[src/rtl/player_lives_fsm.sv]
// Bomberman life tracking: hit-box overlap latching, lives, post-hit
// invulnerability with sprite blink, and game-over/restart.
module player_lives_fsm #(
  parameter int unsigned LIVES_INIT     = 3,
  parameter int unsigned INVULN_MAX     = 200000000,
  parameter int unsigned BLINK_BIT      = 23,
  parameter int unsigned BM_HB_OFFSET_9 = 8,
  parameter int unsigned BM_HB_SIZE     = 16
) (
  input  logic       clk,
  input  logic       reset,
  input  logic       video_on,
  input  logic [9:0] x,
  input  logic [9:0] y,
  input  logic [9:0] x_b,
  input  logic [9:0] y_b,
  input  logic       exp_on,
  input  logic       enemy_on,
  input  logic       frame_tick,
  input  logic       restart,
  output logic [1:0] lives,
  output logic       gameover,
  output logic       hit_pulse,
  output logic       invuln_active,
  output logic       bm_blink
);

  localparam int unsigned CW_RAW =
    (INVULN_MAX > 1) ? $clog2(INVULN_MAX) : 1;
  localparam int unsigned CNT_W =
    (CW_RAW > BLINK_BIT) ? CW_RAW : BLINK_BIT + 1;

  localparam logic [CNT_W-1:0] CNT_LAST = CNT_W'(INVULN_MAX - 1);
  localparam logic [10:0] HB_OFF = 11'(BM_HB_OFFSET_9);
  localparam logic [10:0] HB_SZ  = 11'(BM_HB_SIZE);
  localparam logic [1:0]  LIVES_RST = 2'(LIVES_INIT);

  typedef enum logic [1:0] {
    ALIVE    = 2'd0,
    INVULN   = 2'd1,
    GAMEOVER = 2'd2
  } state_t;

  state_t           state;
  logic [CNT_W-1:0] cnt;
  logic             exp_latch;
  logic             enemy_latch;

  logic [10:0] x_w;
  logic [10:0] y_w;
  logic [10:0] xb_w;
  logic [10:0] yb_w;
  logic        in_hb;

  // 11-bit compare so a sprite near the right/bottom edge cannot wrap
  assign x_w  = {1'b0, x};
  assign y_w  = {1'b0, y};
  assign xb_w = {1'b0, x_b};
  assign yb_w = {1'b0, y_b};

  assign in_hb = video_on
               & (x_w >= xb_w)
               & (x_w <  xb_w + HB_SZ)
               & (y_w >= yb_w + HB_OFF)
               & (y_w <  yb_w + HB_OFF + HB_SZ);

  assign bm_blink = (state == INVULN) ? ~cnt[BLINK_BIT] : 1'b1;

  always_ff @(posedge clk) begin
    if (reset) begin
      state         <= ALIVE;
      cnt           <= '0;
      exp_latch     <= 1'b0;
      enemy_latch   <= 1'b0;
      lives         <= LIVES_RST;
      gameover      <= 1'b0;
      hit_pulse     <= 1'b0;
      invuln_active <= 1'b0;
    end else begin
      hit_pulse <= 1'b0;

      if (frame_tick) begin
        exp_latch   <= 1'b0;
        enemy_latch <= 1'b0;
      end else begin
        if (in_hb & exp_on)   exp_latch   <= 1'b1;
        if (in_hb & enemy_on) enemy_latch <= 1'b1;
      end

      unique case (state)
        ALIVE: begin
          if (frame_tick & (exp_latch | enemy_latch)) begin
            hit_pulse <= 1'b1;
            if (lives > 2'd1) begin
              lives         <= lives - 2'd1;
              cnt           <= '0;
              state         <= INVULN;
              invuln_active <= 1'b1;
            end else begin
              lives    <= 2'd0;
              state    <= GAMEOVER;
              gameover <= 1'b1;
            end
          end
        end
        INVULN: begin
          if (cnt == CNT_LAST) begin
            cnt           <= '0;
            state         <= ALIVE;
            invuln_active <= 1'b0;
          end else begin
            cnt <= cnt + 1'b1;
          end
        end
        GAMEOVER: begin
          if (restart) begin
            lives         <= LIVES_RST;
            cnt           <= '0;
            state         <= INVULN;
            gameover      <= 1'b0;
            invuln_active <= 1'b1;
          end
        end
        default: begin
          state <= ALIVE;
        end
      endcase
    end
  end

endmodule

[config.mk]
export PLATFORM = sky130hd
export DESIGN_NAME = player_lives_fsm
export DESIGN_NICKNAME = d
export VERILOG_FILES = /design/src/rtl/player_lives_fsm.sv
export SDC_FILE = /design/constraint.sdc
export NUM_CORES = 1
export LEC_CHECK = 0
export CAP_MARGIN = 0
export CELL_PAD_IN_SITES_DETAIL_PLACEMENT = 0
export CELL_PAD_IN_SITES_GLOBAL_PLACEMENT = 2
export CORE_ASPECT_RATIO = 1.5
export CORE_MARGIN = 3
export CORE_UTILIZATION = 40
export CTS_CLUSTER_DIAMETER = 30
export DETAILED_ROUTE_END_ITERATION = 10
export DONT_BUFFER_PORTS = 1
export GPL_TIMING_DRIVEN = 0
export PLACE_DENSITY = 0.9
export SYNTH_ARGS = -nofsm -noshare
export SYNTH_HDL_FRONTEND = slang
export SYNTH_SLANG_ARGS = --single-unit
[constraint.sdc]
create_clock -name clk -period 4.5 [get_ports clk]
set_input_delay 0.675 -clock clk [delete_from_list [all_inputs] [get_ports clk]]
set_output_delay 0.675 -clock clk [all_outputs]
set_load 0.05 [all_outputs]
== After elaboration in Yosys (flattened, before gate mapping) ==
Index checks and enable logic that the tools add are counted.

* Add/subtract/negate cells: 5
* Order comparisons: 5
* Equality and inequality tests: 8
* Multiplexer cells: 25
* Bitwise logic cells: 10
* Reductions and logical operators: 10

{| class="wikitable"
|+ Operators by type and width
! cell !! count
|-
| 28-bit two-way mux || 4
|-
| 28-bit one-hot mux with 3 select lines || 1
|-
| 28-bit by 1-bit adder with 28-bit output (second input constant) || 1
|-
| 28-bit == test (second input constant) || 1
|-
| 10-bit by 11-bit < comparator with 1-bit output || 2
|-
| 2-bit two-way mux || 7
|-
| 10-bit by 4-bit adder with 11-bit output (second input constant) || 1
|-
| 10-bit by 5-bit adder with 11-bit output (second input constant) || 1
|-
| 11-bit by 5-bit adder with 11-bit output (second input constant) || 1
|-
| 10-bit by 11-bit >= comparator with 1-bit output || 1
|-
| 10-bit >= comparator || 1
|-
| 1-bit two-way mux || 9
|-
| 2-bit != test (second input constant) || 4
|-
| 4-bit AND reduction || 2
|-
| 1-bit bitwise AND || 7
|-
| 2-bit one-hot mux with 3 select lines || 1
|-
| 3-bit AND reduction || 2
|-
| 5-bit AND reduction || 1
|-
| 2-bit one-hot mux with 2 select lines || 1
|-
| 2-bit OR reduction || 2
|-
| 1-bit one-hot mux with 3 select lines || 1
|-
| 3-bit nonzero test || 1
|-
| 2-bit by 1-bit == test with 1-bit output (second input constant) || 1
|-
| 2-bit == test (second input constant) || 1
|-
| other kinds (8) || 9
|}

* Register bits: 37
* Input port bits: 47
* Output and inout bits: 6
* Logic and storage cells: 71

== Depth between registers and ports, before layout ==
Gate-level depths: netlist of run 1.

* Depth after elaboration: 6
* Depth in mapped cells: 13

== Worst setup path after synthesis of run 1 ==
Ideal clock, no wire load.

* Path type: input to register
* Start: input y_b[3]
* End: register exp_latch
* Library setup time: 135 ps
* Data arrival time: 2669 ps
* Required time: 4365 ps
* Path slack: 1696 ps
* Stages: 13
* Cell sequence: ha_1 > clkbuf_1 > xnor2_1 > inv_1 > ha_1 > xor2_1 > ha_1 > nand4_1 > a21oi_1 > o2111ai_1 > a32oi_1 > nand3b_1 > o21ai_0

* Cells in the longest elaborated chain, start to end: 5

{| class="wikitable"
|+ Ends and longest elaborated chain
! item !! line !! text
|-
| start, declared || 16 || <nowiki>input logic [9:0] y_b,</nowiki>
|-
| 10-bit by 4-bit adder with 11-bit output (*) || 64, 65 ||
|-
| 11-bit by 5-bit adder with 11-bit output / 10-bit by 11-bit >= comparator with 1-bit output (equally long branches) || 65, 64 ||
|-
| 10-bit by 11-bit < comparator with 1-bit output / 1-bit bitwise AND (equally long branches) || 65, 64 ||
|-
| 1-bit bitwise AND (*) || 65 || <nowiki>& (y_w < yb_w + HB_OFF + HB_SZ);</nowiki>
|-
| 1-bit bitwise AND (*) || 86 || <nowiki>if (in_hb & exp_on) exp_latch <= 1'b1;</nowiki>
|-
| end signal, assigned || 73 || <nowiki>exp_latch <= 1'b0;</nowiki>
|-
| end signal, assigned || 83 || <nowiki>exp_latch <= 1'b0;</nowiki>
|-
| end signal, assigned || 86 ||
|-
| end, declared || 46 || <nowiki>logic exp_latch;</nowiki>
|}

Every way passes the cells marked *; elsewhere a longest branch is shown, timed or not.
A chain may end at the register's enable or synchronous reset.

== Worst setup path after layout of run 1 ==
Same ends and word-level chain as after synthesis.

==> results of run 1 <==
-- power by group through the flow --
stage | Sequential, mW | Clock [mW] | Combinational, mW
finish | 0.329 | 0.233 | 0.128
global route | 0.329 | 0.252 | 0.150
CTS | 0.329 | 0.239 | 0.130
detailed placement | 0.336 | 0 | 0.130
global placement | 0.336 | 0 | 0.127
floorplan | 0.336 | 0 | 0.102
-- logic make-up (layout without fill, tap and decap cells) --
kind of cell / Yosys count / after routing / synth area share
buf+inv: 35 / 42 / 0.0592
xor+xnor: 37 / 37 / 0.113
mux: 1 / 1 / 0.00351
compound gates: 64 / 64 / 0.152
simple gates: 146 / 146 / 0.259
fa+ha+maj: 35 / 35 / 0.153
flops: 37 / 37 / 0.259
-- how the worst max path moves through the flow --
| stage | start | end | slack, ns | cells after the start |
|---|---|---|---|---|
| 2_1_floorplan | y_b[3] | exp_latch$_SDFFE_PP0P_ | 1.70 | 13 |
| 3_3_place_gp | y_b[3] | exp_latch$_SDFFE_PP0P_ | 1.32 | 13 |
| 3_5_place_dp | y_b[3] | exp_latch$_SDFFE_PP0P_ | 1.32 | 13 |
| 4_1_cts | y_b[3] | exp_latch$_SDFFE_PP0P_ | 1.60 | 13 |
| 5_1_grt | y_b[3] | exp_latch$_SDFFE_PP0P_ | 1.26 | 13 |
| 6_report | y_b[3] | exp_latch$_SDFFE_PP0P_ | 1.58 | 13 |
-- area by class of cell --
type | instances | share of cell area
Sequential cell | 37 | 0.244
Inverter | 22 | 0.0272
Multi-Input combinational cell | 283 | 0.640
Tap cell | 78 | 0.0321
Clock buffer | 7 | 0.0284
Buffer | 13 | 0.0284
-- metal layers --
metal	up-vias	global-route usage
met1	1130	0.184
met4	0	0.0598
met3	9	0.0412
li1	1275	-
met2	48	0.316
met5	-	0
-- flip-flops by register name, indices dropped and copies added, names as in the netlist --
register,cells
invuln_active,1
gameover,1
cnt,28
hit_pulse,1
enemy_latch,1
exp_latch,1
state,2
lives,2
-- metrics by stage --
step / instance area (um^2) / utilization / setup WS, ns / hold WS [ns]
global route: 3040 / 0.441 / 1.26 / 0.485
global placement: 2950 / 0.428 / 1.32 / 0.465
floorplan: 2860 / - / 1.70 / 0.442
detailed placement: 2950 / 0.428 / 1.32 / 0.468
finish: 3040 / 0.441 / 1.58 / 0.472
CTS: 3040 / 0.441 / 1.60 / 0.478
-- cell usage in the layout, fill, tap and decap left out, types with 11 or more instances in the layout --
master and n:
dfxtp_1 37, nand2_1 28, o21ai_0 13, xnor2_1 18
nand4_1 11, nor2_1 45, nand3_1 19, xor2_1 19
a21oi_1 19, ha_1 35, inv_1 22
-- critical path: stages --
cell,delay [ns]
ha_1,0.17
clkbuf_1,0.19
xnor2_1,0.30
inv_1,0.08
ha_1,0.25
xor2_1,0.18
ha_1,0.33
nand4_1,0.12
a21oi_1,0.21
o2111ai_1,0.16
a32oi_1,0.22
nand3b_1,0.13
o21ai_0,0.06
==> reports/metrics.csv, run 1 <==
stage,metric,value,unit
yosys,mapped cell area,0.00286,mm^2
clock_tree,clk sink count,37,
yosys,Post-synth ARST share,0,
clock_tree,clk slew on worst S/H paths,0.06,ns
floorplanning,# rows,37,
yosys,largest cells by area after synthesis,"dfxtp_1 26%, ha_1 15%, nor2_1 5.9%",
place,IO Port Bufs,0,
yosys,Syn Nets,437,
yosys,"Top FF cell, synth",dfxtp_1,
run,total of max-cap violations,0,
worst_setup_path,FF-to-FF path depth,6,
floorplanning,DIE AREA,0.00821,mm^2
layout,# diodes,0,
worst_setup_path,worst path arrival time,3.07,ns
clock_tree,total CTS buffers,5,
clock_tree,CTS root buffer,clkbuf_8,
grt,grt ovf,0,
yosys,cell with the most instances after synthesis,nor2_1,
clock_tree,clk buf depth,2,
detailed_routing,drt first-iter violations,73,
grt,GRT Total Usage,0.171,
clock_tree,H-tree levels,2,
layout,Multi-input gate area,0.00195,mm^2
sta,worst relative slew slack,0.538,
yosys,Yosys top cell by area,dfxtp_1,
floorplanning,Initial Util,0.414,
floorplanning,chip height,109,um
worst_setup_path,CP Class,in -> reg,
clock_tree,Post CTS Setup Buffer Count,0,
detailed_routing,highest routed metal layer,met4,
layout,synth-to-layout area growth,6.44,%
sta,clock skew,0.00921,ns
power,Internal Power,506,uW
power,Flop pwr share,0.477,
yosys,Synth warnings,0,
yosys,synthesized instance count,355,
sta,setup_tns,0,ns
clock_tree,clk_lat worst skew,0.29,ns
power,Clock Power Share,0.337,
power,NetSw,184,uW
grt,initial antenna violation count,0,
detailed_routing,WL final,6390,um
floorplanning,core area,0.00690,mm^2
sta,Finish-stage setup viols,0,
clock_tree,Post-CTS Hold Buffers,0,
layout,Layout fillers,742,
place,dpl cells,433,
detailed_routing,met3 wire length,314,um
grt,first-pass GRT wire length,11200,um
sta,achievable frequency,0.342,GHz
power,Net Sw Frac,0.266,
sta,RSZ-0062 raised after global routing,false,
yosys,Cell variety after synth,50,
detailed_routing,metal1 wirelength,2520,um
power,Pwr Density,227,mW/mm^2
power,Worst VDD drop,105,uV
power,Pwr Total,690,uW
floorplanning,Die W,75.0,um
yosys,commonest cells in the synthesized netlist,"45 x nor2_1, 37 x dfxtp_1, 35 x ha_1",
detailed_routing,Post-route DRC,0,
layout,"Cell Count, Final, Fillers Out",440,
yosys,synthesis-stage register bit count,37,
hold_path,Hold EP,enemy_latch$_SDFFE_PP0P_,
place,Placer Congestion,0.805,
hold_path,Hold WC Path Type,reg -> reg,
sta,Final Critical Period,2.92,ns
worst_setup_path,startpoint types,input pin,
power,Lkg Pwr,1.22,nW
yosys,post-synthesis sequential area ratio,0.259,
sta,Fin. Hold Viols,0,
layout,register area,741,um^2
layout,"Net count, final",444,
hold_path,Worst Hold Launch,enemy_latch$_SDFFE_PP0P_,
detailed_routing,drt wl/cell,14.5,um
place,DP Wirelength,5210,um
clock_tree,clock tree from TritonCTS,yes,
grt,vias in the first global route,2437,
detailed_routing,routed wl met2,3410,um
worst_setup_path,Crit. End Element,flop,
detailed_routing,Vias,2462,
grt,largest net degree at the start of global routing,11,
worst_setup_path,R2R Setup Slk,2.26,ns
floorplanning,IO Pins,53,
layout,share of cells above drive strength 1,0.0552,
power,combinational share of power,0.186,
detailed_routing,DRT Pass-1 Iters,4,
detailed_routing,Antenna Violating Nets Remaining,0,
status,status,finished clean,
detailed_routing,DR vias/cell,5.60,
worst_setup_path,WP data required,4.65,ns
worst_setup_path,crit path max fanout,9,
sta,Worst-Margin Slew,0.692,ns
hold_path,Hold Path Cell Cnt,2,
yosys,Yosys top cell area share,0.259,
clock_tree,post-cts repair resize count,0,
worst_setup_path,r2r endpoint,cnt[12]$_SDFFE_PP0P_,
sta,Tcrit/Tclk final,0.650,
yosys,Mapped Avg Cell Area,8.04,um^2
sta,Final Max Tran Viols,0,
yosys,number of synthesized flops with an enable pin,0,
worst_setup_path,FF-to-FF Start,lives[1]$_SDFFE_PP1P_,
Note: power is estimated with default switching activity, not from simulation.
==> run 2: changes to the inputs <==
--- a/config.mk
+++ b/config.mk
@@ -10,12 +10,12 @@
 export CELL_PAD_IN_SITES_GLOBAL_PLACEMENT = 2
 export CORE_ASPECT_RATIO = 1.5
 export CORE_MARGIN = 3
-export CORE_UTILIZATION = 40
+export CORE_UTILIZATION = 37
 export CTS_CLUSTER_DIAMETER = 30
 export DETAILED_ROUTE_END_ITERATION = 10
 export DONT_BUFFER_PORTS = 1
 export GPL_TIMING_DRIVEN = 0
-export PLACE_DENSITY = 0.9
+export PLACE_DENSITY = 0.84
 export SYNTH_ARGS = -nofsm -noshare
 export SYNTH_HDL_FRONTEND = slang
 export SYNTH_SLANG_ARGS = --single-unit
==> constraint.sdc (replaced) <==
create_clock -name clk -period 2.9 [get_ports clk]
set_input_delay 0.435 -clock clk [delete_from_list [all_inputs] [get_ports clk]]
set_output_delay 0.435 -clock clk [all_outputs]
set_load 0.05 [all_outputs]
==> run 2 against run 1 <==
  * Core utilization down 1.8 points
  * Power up 79%
  * Critical path depth unchanged
  * Critical path type unchanged
  * Largest cell class unchanged
  * Largest power group is now the clock network
==> reports/metrics.csv, run 2 (same netlist as run 1, synthesis figures left out) <==
stage,metric,value,unit,change
layout,register area,741,um^2,unchanged
place,IO Port Bufs,0,,unchanged
worst_setup_path,worst path arrival time,2.77,ns,-0.30 ns
grt,first-pass GRT wire length,11100,um,-1.2%
run,total of max-cap violations,0,,unchanged
place,dpl cells,455,,+5.1%
clock_tree,clk slew on worst S/H paths,0.08,ns,+0.02 ns
layout,"Cell Count, Final, Fillers Out",463,,+5.2%
layout,Regs by FF count,"cnt (28), lives (2), state (2)",,
clock_tree,Post CTS Setup Buffer Count,0,,unchanged
detailed_routing,DRT Pass-1 Iters,4,,unchanged
sta,worst relative slew slack,0.545,,+0.00642
hold_path,Hold WC Path Type,in -> reg,,
layout,Biggest register,cnt,,
floorplanning,core area,0.00737,mm^2,+6.8%
place,Placer Congestion,0.832,,+3.4%
worst_setup_path,critical path startpoint,y_b[3],,
grt,largest net degree at the start of global routing,13,,+2
sta,Final Max Tran Viols,0,,unchanged
worst_setup_path,startpoint types,input pin,,
sta,Tcrit/Tclk final,0.904,,
sta,achievable frequency,0.382,GHz,
sta,final setup margin,0.279,ns,-1.30 ns
floorplanning,chip height,114,um,+3.8%
clock_tree,clk buf depth,2,,unchanged
status,status,finished clean,,
place,worst slack at placement,-0.0192,ns,-1.34 ns
worst_setup_path,FF-to-FF path depth,6,,unchanged
floorplanning,IO Pins,53,,unchanged
sta,RSZ-0062 raised after global routing,false,,
power,Worst VDD drop,211,uV,+100%
floorplanning,Die W,77.7,um,+3.7%
hold_path,Hold Path Cell Cnt,2,,unchanged
worst_setup_path,Crit. End Element,flop,,
place,DP Wirelength,5270,um,+1.3%
grt,vias in the first global route,2462,,+1.0%
floorplanning,# rows,38,,+2.7%
detailed_routing,Post-route DRC,0,,unchanged
sta,Fin. Hold Viols,0,,unchanged
clock_tree,Post-CTS Hold Buffers,0,,unchanged
clock_tree,clk_lat worst skew,0.29,ns,about the same
worst_setup_path,R2R Setup Slk,0.66,ns,-1.60 ns
clock_tree,CTS root buffer,clkbuf_8,,
clock_tree,H-tree levels,2,,unchanged
clock_tree,clk sink count,37,,unchanged
floorplanning,DIE AREA,0.00883,mm^2,+7.6%
sta,Finish-stage setup viols,0,,unchanged
worst_setup_path,WP data required,3.05,ns,-1.60 ns
sta,clock skew,0.00943,ns,+0.000222 ns
power,Lkg Pwr,1.24,nW,+2.0%
layout,synth-to-layout area growth,9.07,%,
worst_setup_path,CP Class,in -> reg,,
sta,Worst-Margin Slew,0.682,ns,-0.00962 ns
detailed_routing,drt wl/cell,13.9,um,-4.5%
layout,Largest register FFs,28,,unchanged
floorplanning,Initial Util,0.387,,-0.0265
hold_path,Hold EP,enemy_latch$_SDFFE_PP0P_,,
detailed_routing,DR vias/cell,5.27,,-5.9%
layout,Multi-input gate area,0.00195,mm^2,unchanged
clock_tree,total CTS buffers,5,,unchanged
power,Pwr Density,397,mW/mm^2,+75%
detailed_routing,Antenna Violating Nets Remaining,0,,unchanged
layout,"most common cell after layout, fill and taps aside",nor2_1,,
clock_tree,clock tree from TritonCTS,yes,,
grt,grt ovf,0,,unchanged
detailed_routing,Vias,2439,,-0.93%
layout,Layout fillers,775,,+4.4%
layout,"Net count, final",444,,unchanged
grt,initial antenna violation count,0,,unchanged
clock_tree,post-cts repair resize count,0,,unchanged
hold_path,Worst Hold Launch,enemy_on,,
layout,"commonest cells after routing, fill and taps aside","45 x nor2_1, 37 x dfxtp_1, 35 x ha_1",,
worst_setup_path,crit path max fanout,9,,unchanged
detailed_routing,WL final,6420,um,+0.49%
sta,worst hold slack,0.287,ns,-0.185 ns
sta,Final Critical Period,2.62,ns,
layout,# diodes,0,,unchanged
layout,share of cells above drive strength 1,0.0606,,+0.00536
worst_setup_path,r2r endpoint,cnt[12]$_SDFFE_PP0P_,,
grt,GRT Total Usage,0.152,,-0.0198
worst_setup_path,FF-to-FF Start,lives[1]$_SDFFE_PP1P_,,
detailed_routing,drt first-iter violations,60,,-18%
==> run 2: metal layers <==
| metal | global-route usage | wire length [um] | share of wire | vias to the layer above |
|---|---|---|---|---|
| met4 | 0.0523 | 89 | 0.014 | 0 |
| li1 | - | - | - | 1270 |
| met5 | 0 | 0 | 0 | - |
| met3 | 0.0348 | 379 | 0.059 | 6 |
| met1 | 0.159 | 2530 | 0.39 | 1107 |
| met2 | 0.290 | 3420 | 0.53 | 56 |
==> run 2: worst max path at each step <==
stage / to / slack, ns
after floorplan: exp_latch$_SDFFE_PP0P_ / 0.34
after global placement: exp_latch$_SDFFE_PP0P_ / -0.03
after detailed placement: exp_latch$_SDFFE_PP0P_ / -0.02
after CTS: exp_latch$_SDFFE_PP0P_ / 0.27
after global routing: exp_latch$_SDFFE_PP0P_ / 0.05
final: exp_latch$_SDFFE_PP0P_ / 0.28
==> run 2: area by class of cell <==
type,instances,share of cell area
Buffer,13,0.0277
Clock inverter,3,0.0209
Clock buffer,5,0.0221
Tap cell,100,0.0402
Sequential cell,37,0.238
Multi-Input combinational cell,283,0.625
Inverter,22,0.0265
==> run 2: metrics by stage <==
stage          setup TNS [ns]  power (mW)  utilization  area, um^2
6_report                    0        1.24        0.423        3110
3_3_place_gp          -0.0343       0.721        0.404        2980
5_1_grt                     0        1.29        0.423        3110
3_5_place_dp          -0.0192       0.723        0.404        2980
4_1_cts                     0        1.26        0.423        3110
2_1_floorplan               0       0.680            -        2860
==> run 2: critical path, stage by stage <==
cell       delay, ns
ha_1            0.17
clkbuf_1        0.20
xnor2_1         0.28
inv_1           0.08
ha_1            0.25
xor2_1          0.18
ha_1            0.33
nand4_1         0.11
a21oi_1         0.16
o2111ai_1       0.16
a32oi_1         0.22
nand3b_1        0.13
o21ai_0         0.07
==> run 2: where the power goes <==
| part | internal [mW] | switching [mW] |
|---|---|---|
| logic | 0.0882 | 0.110 |
| clock network | 0.342 | 0.186 |
| registers | 0.508 | 0.00161 |
| total | 0.938 | 0.297 |
